===== config.mk =====
export PLATFORM = sky130hd
export DESIGN_NAME = tape_ram_writer_flat
export DESIGN_NICKNAME = d
export VERILOG_FILES = /design/src/rtl/tape_ram_writer_if.sv /design/src/rtl/tape_ram_writer.sv /design/src/flat_wrapper.sv
export SDC_FILE = /design/constraint.sdc
export NUM_CORES = 1
export LEC_CHECK = 0
export CAP_MARGIN = 20
export CORE_MARGIN = 2
export CORE_UTILIZATION = 45
export CTS_CLUSTER_DIAMETER = 120
export DETAILED_ROUTE_END_ITERATION = 16
export GPL_TIMING_DRIVEN = 0
export HOLD_SLACK_MARGIN = 0.15
export PLACE_DENSITY = 0.71
export SLEW_MARGIN = 5
export SYNTH_ARGS = -nofsm -noshare
export SYNTH_HDL_FRONTEND = slang
export SYNTH_SLANG_ARGS = --single-unit

===== constraint.sdc =====
create_clock -name clk_48 -period 6.1 [get_ports clk_48]
set_clock_uncertainty 0.2 [all_clocks]
set_input_delay 1.22 -clock clk_48 [delete_from_list [all_inputs] [get_ports clk_48]]
set_output_delay 1.22 -clock clk_48 [all_outputs]
set_load 0.02 [all_outputs]

===== src/rtl/tape_ram_writer_if.sv =====
// Bus bundle for the tape RAM writer: loader byte stream, CPU RAM request
// and the merged RAM write port.
interface tape_ram_writer_if #(
  parameter int AW = 16
) ();
  logic [AW-1:0] tape_addr;
  logic          tape_wr;
  logic [7:0]    tape_dout;
  logic          cpu_ram_cs;
  logic          cpu_ram_we;
  logic [AW-1:0] cpu_ad;
  logic [7:0]    cpu_d;
  logic          ram_cs;
  logic          ram_we;
  logic [AW-1:0] ram_ad;
  logic [7:0]    ram_d;

  modport master (
    output tape_addr, tape_wr, tape_dout, cpu_ram_cs, cpu_ram_we, cpu_ad, cpu_d,
    input  ram_cs, ram_we, ram_ad, ram_d
  );

  modport slave (
    input  tape_addr, tape_wr, tape_dout, cpu_ram_cs, cpu_ram_we, cpu_ad, cpu_d,
    output ram_cs, ram_we, ram_ad, ram_d
  );
endinterface


===== src/rtl/tape_ram_writer.sv =====
// Merges the cassette loader byte stream into the shared RAM port behind the CPU,
// buffering tape bytes in a small FIFO and reporting the committed load range.
module tape_ram_writer #(
  parameter int DEPTH = 8,
  parameter int AW    = 16
) (
  input  logic            clk_48,
  input  logic            reset,
  tape_ram_writer_if.slave bus,
  input  logic            tape_complete,
  input  logic            tape_autorun,
  output logic            tape_stall,
  output logic            busy,
  output logic            overflow,
  output logic [AW-1:0]   load_start,
  output logic [AW-1:0]   load_end,
  output logic            load_done,
  output logic            load_autorun
);
  localparam int          PW       = $clog2(DEPTH);
  localparam logic [PW:0] FULL     = (PW+1)'(DEPTH);
  localparam logic [PW:0] STALL_AT = (PW+1)'(DEPTH-2);

  typedef enum logic [1:0] {IDLE, LOADING, DRAIN, DONE} state_t;

  state_t          r_state, w_state_nxt;
  logic [AW+7:0]   r_mem [DEPTH];
  logic [PW-1:0]   r_rd_ptr, r_wr_ptr;
  logic [PW:0]     r_count, w_count_nxt;
  logic            r_cmpl_q, r_stall, r_ovf, r_autorun;
  logic [AW-1:0]   r_start, r_end;
  logic [AW+7:0]   w_head;
  logic            w_cmpl_rise, w_pop, w_push, w_drop;
  logic            w_start, w_arm;

  assign w_cmpl_rise = tape_complete & ~r_cmpl_q;
  assign w_head      = r_mem[r_rd_ptr];
  // No tape write may reach RAM while reset is asserted.
  assign w_pop       = ~reset & ~bus.cpu_ram_cs & (r_count != '0);
  assign w_push      = bus.tape_wr & ((r_count < FULL) | w_pop);
  assign w_drop      = bus.tape_wr & ~w_push;

  always_comb begin
    w_count_nxt = r_count;
    case ({w_push, w_pop})
      2'b10:   w_count_nxt = r_count + (PW+1)'(1);
      2'b01:   w_count_nxt = r_count - (PW+1)'(1);
      default: w_count_nxt = r_count;
    endcase
  end

  always_comb begin
    bus.ram_cs = 1'b0;
    bus.ram_we = 1'b0;
    bus.ram_ad = bus.cpu_ad;
    bus.ram_d  = 8'h00;
    if (bus.cpu_ram_cs) begin
      bus.ram_cs = 1'b1;
      bus.ram_we = bus.cpu_ram_we;
      bus.ram_d  = bus.cpu_d;
    end else if (w_pop) begin
      bus.ram_cs = 1'b1;
      bus.ram_we = 1'b1;
      bus.ram_ad = w_head[AW+7:8];
      bus.ram_d  = w_head[7:0];
    end
  end

  always_comb begin
    w_state_nxt = r_state;
    w_start     = 1'b0;
    w_arm       = 1'b0;
    case (r_state)
      IDLE: begin
        // An empty tape completes straight from IDLE with a fresh, empty range.
        if (w_cmpl_rise) begin
          w_state_nxt = DRAIN;
          w_start     = 1'b1;
          w_arm       = 1'b1;
        end else if (bus.tape_wr) begin
          w_state_nxt = LOADING;
          w_start     = 1'b1;
        end
      end
      LOADING: if (w_cmpl_rise) begin
        w_state_nxt = DRAIN;
        w_arm       = 1'b1;
      end
      DRAIN:   if (r_count == '0 && !bus.tape_wr) w_state_nxt = DONE;
      DONE:    w_state_nxt = IDLE;
      default: w_state_nxt = IDLE;
    endcase
  end

  always_ff @(posedge clk_48) begin
    if (reset) begin
      r_state   <= IDLE;
      r_count   <= '0;
      r_rd_ptr  <= '0;
      r_wr_ptr  <= '0;
      r_cmpl_q  <= 1'b0;
      r_stall   <= 1'b0;
      r_ovf     <= 1'b0;
      r_autorun <= 1'b0;
      r_start   <= '1;
      r_end     <= '0;
    end else begin
      r_state  <= w_state_nxt;
      r_count  <= w_count_nxt;
      r_cmpl_q <= tape_complete;
      r_stall  <= (w_count_nxt >= STALL_AT);
      if (w_push) r_wr_ptr <= r_wr_ptr + PW'(1);
      if (w_pop)  r_rd_ptr <= r_rd_ptr + PW'(1);
      if (w_start)     r_ovf <= w_drop;
      else if (w_drop) r_ovf <= 1'b1;
      if (w_arm)        r_autorun <= tape_autorun;
      else if (w_start) r_autorun <= 1'b0;
      if (w_start) begin
        r_start <= w_push ? bus.tape_addr : '1;
        r_end   <= w_push ? bus.tape_addr : '0;
      end else if (w_push) begin
        if (bus.tape_addr < r_start) r_start <= bus.tape_addr;
        if (bus.tape_addr > r_end)   r_end   <= bus.tape_addr;
      end
    end
  end

  always_ff @(posedge clk_48) begin
    if (w_push) r_mem[r_wr_ptr] <= {bus.tape_addr, bus.tape_dout};
  end

  assign tape_stall   = r_stall;
  assign busy         = (r_state != IDLE) | (r_count != '0);
  assign overflow     = r_ovf;
  assign load_start   = r_start;
  assign load_end     = r_end;
  assign load_done    = (r_state == DONE);
  assign load_autorun = r_autorun;
endmodule


===== src/flat_wrapper.sv =====
// flat-port wrapper written by rule: the top's interface ports become plain ports
module tape_ram_writer_flat 
#(
  parameter int DEPTH = 8,
  parameter int AW    = 16
)
  (clk_48, reset, tape_complete, tape_autorun, tape_stall, busy, overflow, load_start, load_end, load_done, load_autorun, bus_tape_addr, bus_tape_wr, bus_tape_dout, bus_cpu_ram_cs, bus_cpu_ram_we, bus_cpu_ad, bus_cpu_d, bus_ram_cs, bus_ram_we, bus_ram_ad, bus_ram_d);
  tape_ram_writer_if #(.AW(AW)) bus_i ();
  input  logic clk_48;
  input  logic reset;
  input  logic tape_complete;
  input  logic tape_autorun;
  output logic tape_stall;
  output logic busy;
  output logic overflow;
  output logic [AW-1:0] load_start;
  output logic [AW-1:0] load_end;
  output logic load_done;
  output logic load_autorun;
  input wire logic [$bits(bus_i.tape_addr)-1:0] bus_tape_addr;
  input wire logic [$bits(bus_i.tape_wr)-1:0] bus_tape_wr;
  input wire logic [$bits(bus_i.tape_dout)-1:0] bus_tape_dout;
  input wire logic [$bits(bus_i.cpu_ram_cs)-1:0] bus_cpu_ram_cs;
  input wire logic [$bits(bus_i.cpu_ram_we)-1:0] bus_cpu_ram_we;
  input wire logic [$bits(bus_i.cpu_ad)-1:0] bus_cpu_ad;
  input wire logic [$bits(bus_i.cpu_d)-1:0] bus_cpu_d;
  output wire logic [$bits(bus_i.ram_cs)-1:0] bus_ram_cs;
  output wire logic [$bits(bus_i.ram_we)-1:0] bus_ram_we;
  output wire logic [$bits(bus_i.ram_ad)-1:0] bus_ram_ad;
  output wire logic [$bits(bus_i.ram_d)-1:0] bus_ram_d;
  assign bus_i.tape_addr = bus_tape_addr;
  assign bus_i.tape_wr = bus_tape_wr;
  assign bus_i.tape_dout = bus_tape_dout;
  assign bus_i.cpu_ram_cs = bus_cpu_ram_cs;
  assign bus_i.cpu_ram_we = bus_cpu_ram_we;
  assign bus_i.cpu_ad = bus_cpu_ad;
  assign bus_i.cpu_d = bus_cpu_d;
  assign bus_ram_cs = bus_i.ram_cs;
  assign bus_ram_we = bus_i.ram_we;
  assign bus_ram_ad = bus_i.ram_ad;
  assign bus_ram_d = bus_i.ram_d;
  tape_ram_writer #(.DEPTH(DEPTH), .AW(AW)) u_core (.clk_48(clk_48), .reset(reset), .bus(bus_i), .tape_complete(tape_complete), .tape_autorun(tape_autorun), .tape_stall(tape_stall), .busy(busy), .overflow(overflow), .load_start(load_start), .load_end(load_end), .load_done(load_done), .load_autorun(load_autorun));
endmodule

Word level (Yosys, flattened, before mapping)
Memories as Yosys holds them, arrays and structs flattened. A register that Yosys moved wholly into a read port is not among the register bits.
Cells that the tools add are included.
{"block": "op_classes", "addsub": 4, "n_lt_le_gt_ge": 4, "eq_ne": 8, "n_mux": 34, "bitwise_logic": 11, "reduce_logical": 15}
{"op": "$mux 16", "n": 10}
{"op": "$gt 16x16->1", "n": 1}
{"op": "$lt 16x16->1", "n": 1}
{"op": "$mux 8", "n": 2}
{"op": "$mux 1", "n": 14}
{"op": "$reduce_bool 2->1", "n": 6}
{"op": "$mux 2", "n": 4}
{"op": "$pmux 2 s4", "n": 1}
{"op": "$pmux 4 s2", "n": 1}
{"op": "$add 3x1->3 const B", "n": 2}
{"op": "$eq 2x2->1 const B", "n": 3}
{"op": "$mux 3", "n": 2}
{"op": "$and 1x1->1", "n": 5}
{"op": "$add 4x1->4 const B", "n": 1}
{"op": "$eq 2x1->1 const B", "n": 2}
{"op": "$ge 4x3->1 const B", "n": 1}
{"op": "$logic_not 4->1", "n": 1}
{"op": "$lt 4x4->1 const B", "n": 1}
{"op": "$ne 2x1->1 const B", "n": 2}
{"op": "$not 1->1", "n": 4}
{"op": "$reduce_and 2->1", "n": 2}
{"op": "$reduce_bool 4->1", "n": 1}
{"op": "$sub 4x1->4 const B", "n": 1}
{"op": "$ne 3x2->1 const B", "n": 1}
{"op": "other kinds (6)", "n": 7}
{"block": "word_totals", "reg_bits": 48, "ram_bits": 192, "mem_count": 1}
{"name": "u_core.r_mem", "words": 8, "width": 24, "rd": 1, "rd_clocked_by_memory_dff": 1, "wr": 1, "line_no": "tape_ram_writer.sv:27", "rtl": "logic [AW+7:0] r_mem [DEPTH];"}

Depth between registers and ports, before layout
{"block": "depth", "ltp_word": 9, "ltp_mapped": 13, "depth_no_buf": 11}

Worst setup path before layout
No wires, ideal clock.
{"block": "synth_path", "kind": "input -> register", "start": "input reset", "end": "memory u_core.r_mem[0][0] in the netlist's numbering (enable)", "arrival_ps": 4290, "t_required_ps": 5434, "slack_ps": 1145, "path_stages": 6, "n_path_buf": 2, "path_cell_list": "o21ai_1 -> and2_1 -> clkbuf_1 -> inv_2 -> clkbuf_1 -> nor4_1"}
{"block": "synth_between", "elab_chain_len": 7}
{"item": "start, declared", "line_no": "flat_wrapper.sv:10", "rtl": "input logic reset;"}
{"item": "$not 1->1", "line_no": "tape_ram_writer.sv:39", "rtl": "assign w_pop = ~reset & ~bus.cpu_ram_cs & (r_count != '0);"}
{"item": "$and 1x1->1 (2 in a row)", "line_no": "tape_ram_writer.sv:39"}
{"item": "$or 1x1->1", "line_no": "tape_ram_writer.sv:40", "rtl": "assign w_push = bus.tape_wr & ((r_count < FULL) | w_pop);"}
{"item": "$and 1x1->1", "line_no": "tape_ram_writer.sv:40"}
{"item": "$mux 1", "line_no": "tape_ram_writer.sv:129", "rtl": "if (w_push) r_mem[r_wr_ptr] <= {bus.tape_addr, bus.tape_dout};"}
{"item": "$mux 1 (not written as such)", "line_no": "tape_ram_writer.sv:129"}
{"item": "end, declared", "line_no": "tape_ram_writer.sv:27"}
Every way passes these cells.

Final worst setup path
{"block": "layout_path", "start": "input reset", "end": "output bus_ram_ad[6]"}
{"block": "layout_between", "elab_chain_len": 5}
{"item": "$not 1->1", "line_no": "tape_ram_writer.sv:39"}
{"item": "$and 1x1->1 (2 in a row)", "line_no": "tape_ram_writer.sv:39"}
{"item": "$mux 16", "line_no": "tape_ram_writer.sv:61", "rtl": "end else if (w_pop) begin"}
{"item": "$mux 16", "line_no": "tape_ram_writer.sv:57", "rtl": "if (bus.cpu_ram_cs) begin"}
{"item": "end, declared", "line_no": "flat_wrapper.sv:29", "rtl": "output wire logic [$bits(bus_i.ram_ad)-1:0] bus_ram_ad;"}
Every way passes these cells.

==> flow_metrics.env <==
export IMPL_netlist_area_leader_share=0.549
export IMPL_synthMuxAreaShare=0.142
export IMPL_ios=118
export IMPL_fmax_ghz=0.189
export IMPL_vias=6383
export IMPL_rsz0062_at_grt="no"
export IMPL_criticalPathCategory="in -> out"
export IMPL_hpwl_mm=16.6
export IMPL_first_global_vias=6672
export IMPL_grt_antenna_before_repair=0
export IMPL_ff2ff_path_depth=13
export IMPL_internal_power_uw=3400
export IMPL_synth_xor_area_share=0.00583
export IMPL_peakVddDrop_v=0.000209
export IMPL_final_hold_viol_count=0
export IMPL_synth_seq_cells=243
export IMPL_grt_overflow=0
export IMPL_antenna_cells=0
export IMPL_r2r_start="u_core.r_count[1]"
export IMPL_htreeDepth=1
export IMPL_relSlewSlack=0.355
export IMPL_final_util=0.580
export IMPL_cp_arrival_ns=3.88
export IMPL_ctsResizeCount=0
export IMPL_wl_mm=24.4
export IMPL_cp_max_fo=10
export IMPL_synth_seq_area_share=0.646
export IMPL_syn_area_um2=10500
export IMPL_cts_setup_buffers=0
export IMPL_area_delta_synth_final_pct=25.6
export IMPL_synth_compound_area_frac=0.0562
export IMPL_initial_core_util=0.461
export IMPL_cts_root_buf="clkbuf_16"
export IMPL_fin_crit_ns=5.30
export IMPL_viasPerCell=5.34
export IMPL_endpoint_kind="primary output"
export IMPL_wl_met2_mm=11.8
export IMPL_ys_warn_count=0
export IMPL_grt_pass1_wl_mm=38.2
export IMPL_grt_max_degree=25
export IMPL_p_leak_uw=0.00461
export IMPL_setup_viol=0
export IMPL_synthTopCellsByArea="edfxtp_1, mux4_2, dfxtp_1"
export IMPL_worstHoldPathType="reg -> reg"
export IMPL_seq_power_share=0.419
export IMPL_layout_commonest_cell="edfxtp_1"
export IMPL_dpl_cell_area_um2=12300
export IMPL_antenna_left=0
export IMPL_synth_largest_area_cell="edfxtp_1"
export IMPL_cts_tree="done"
export IMPL_ys_types=50
export IMPL_clock_path_buffers=3
export IMPL_cp_start_kind="primary input"
export IMPL_remaining_drc_errors=0
export IMPL_synthCells=703
export IMPL_cts_made_buffers=26
export IMPL_dieHeight_um=157
export IMPL_clk_latency_ns=0.52
export IMPL_worstMarginPinSlew_ns=0.968
export IMPL_slew_violations=0
export IMPL_synth_edf_count=192
export IMPL_hold_buffers=0
export IMPL_core_um2=22800
export IMPL_synthAdderAreaFrac=0.0476
export IMPL_async_reset_ff_frac=0
export IMPL_wl_met3_mm=1.60
export IMPL_drt_pass1_iterations=5
export IMPL_syn_num_nets=798
export IMPL_cp_required_ns=4.68
export IMPL_holdPathStages=2
export IMPL_grtUsageTotal=0.205
export IMPL_hp_start="u_core.load_end[1]"
export IMPL_highest_layer="met4"
export IMPL_fin_nets=958
export IMPL_avgSynthCellArea_um2=15.0
export IMPL_synthFlopType="edfxtp_1"
export IMPL_met1_length_mm=10.5
export IMPL_clk_pin_slew_ns=0.06
export IMPL_finalCritPeriodShare=0.868
export IMPL_die_x_um=157
export IMPL_switching_share=0.259
export IMPL_die_area_um2=24600
export IMPL_hold_end="u_core.load_end[1]"
export IMPL_synthSimpleGateAreaFrac=0.0692
export IMPL_final_cell_mix="edfxtp_1, clkdlybuf4s50_1, dfxtp_1, inv_1, mux4_2"
export IMPL_status="complete, no violations"
export IMPL_clkSinkCount=243
export IMPL_routabilityCongestion=0.796
export IMPL_power_net_switching_uw=1190
export IMPL_r2r_end="u_core.tape_stall"
export IMPL_setup_slack_ns=0.804
export IMPL_cap_violations=0
export IMPL_rows=55
export IMPL_startpoint="reset"
export IMPL_layout_drive_gt1_share=0.143
export IMPL_synth_top_family_by_area="multiplexers"
export IMPL_portBuffers=117
export IMPL_power_share_clock=0.374
export IMPL_fin_area_um2=13200
export IMPL_wl_per_cell_um=20.4
export IMPL_pwr_share_comb=0.207
export IMPL_drt_iter0_markers=412
export IMPL_post_place_ws_ns=0.768
export IMPL_rrSetupSlack_ns=2.72
export IMPL_power_density_nw_per_um2=348
state kept, by name, indices dropped and copies added (netlist names), named ones only:
| register | count |
|---|---|
| u_core.tape_stall | 1 |
| u_core.r_count | 4 |
| u_core.load_start | 16 |
| u_core.r_mem | 192 |
| u_core.r_rd_ptr | 3 |
| u_core.r_state | 2 |
| u_core.load_end | 16 |
| u_core.overflow | 1 |
| u_core.load_autorun | 1 |
| u_core.r_wr_ptr | 3 |
| u_core.r_cmpl_q | 1 |
power groups by stage:
| stage | sequential [µW] | clock [µW] | combinational, µW |
|---|---|---|---|
| after floorplan | 1980 | 0 | 579 |
| after global placement | 1960 | 0 | 931 |
| after detailed placement | 1960 | 0 | 957 |
| after CTS | 1930 | 1740 | 964 |
| after global routing | 1930 | 1800 | 1050 |
| final | 1930 | 1720 | 951 |
cell usage after synthesis, types with 10 or more instances:
master and number:
inv_1 50, edfxtp_1 192, nand2b_1 21, nor2_1 31, ha_1 40, mux2i_1 41, nand2_1 43, o21ai_0 10
clkbuf_1 25, mux4_2 48, o21ai_1 21, dfxtp_1 51, o32ai_1 16, nor3_1 22, a21oi_1 21
cell type report:
type                            count  area [µm²]
Sequential cell                   243        6790
Multi-Input combinational cell    372        3420
Clock buffer                       34         722
Clock inverter                     13         218
Fill cell                        1814        9580
Timing Repair Buffer              132        1310
Buffer                             36         159
Inverter                           52         195
Tap cell                          313         392
logic make-up after synthesis:
| logic type | Yosys count |
|---|---|
| AO/OA/AOI/OAI | 89 |
| XOR/XNOR | 7 |
| adder cells (fa/ha/maj) | 40 |
| AND/OR/NAND/NOR | 147 |
| flip-flops | 243 |
| buffers and inverters | 88 |
| multiplexers | 89 |
stage by stage:
step           total power [µW]  hold slack [ns]  std cells  TNS (ns)
2_1_floorplan              2560            0.266        703         0
3_3_place_gp               2890            0.286       1133   -102.29
3_5_place_dp               2920            0.292       1147         0
4_1_cts                    4630            0.303       1194         0
5_1_grt                    4780            0.316       1195         0
6_report                   4590            0.299       1195         0
metal layers:
layer | global-route usage | vias to the layer above
met4 | 0.0481 | 0
met5 | 0 | -
met2 | 0.341 | 202
met3 | 0.0371 | 47
li1 | - | 2997
met1 | 0.282 | 3137
how the worst max path moves through the flow:
| stage | end | slack (ns) | cells past startpoint |
|---|---|---|---|
| after global routing | bus_ram_ad[6] | 0.61 | 6 |
| final | bus_ram_ad[6] | 0.80 | 6 |
| after CTS | bus_ram_ad[6] | 0.74 | 6 |
| after detailed placement | bus_ram_ad[6] | 0.77 | 6 |
| after floorplan | u_core.r_mem[0][0] | 1.14 | 6 |
| after global placement | u_core.r_mem[0][0] | -2.02 | 7 |
worst max-delay path: stages:
cell and delay (ns):
clkdlybuf4s50_1 0.51, or3_1 0.40, clkbuf_1 0.25, clkbuf_1 0.40
o21ai_0 0.41, clkdlybuf4s50_1 0.68
No activity file was read; power rests on OpenSTA's default activity.
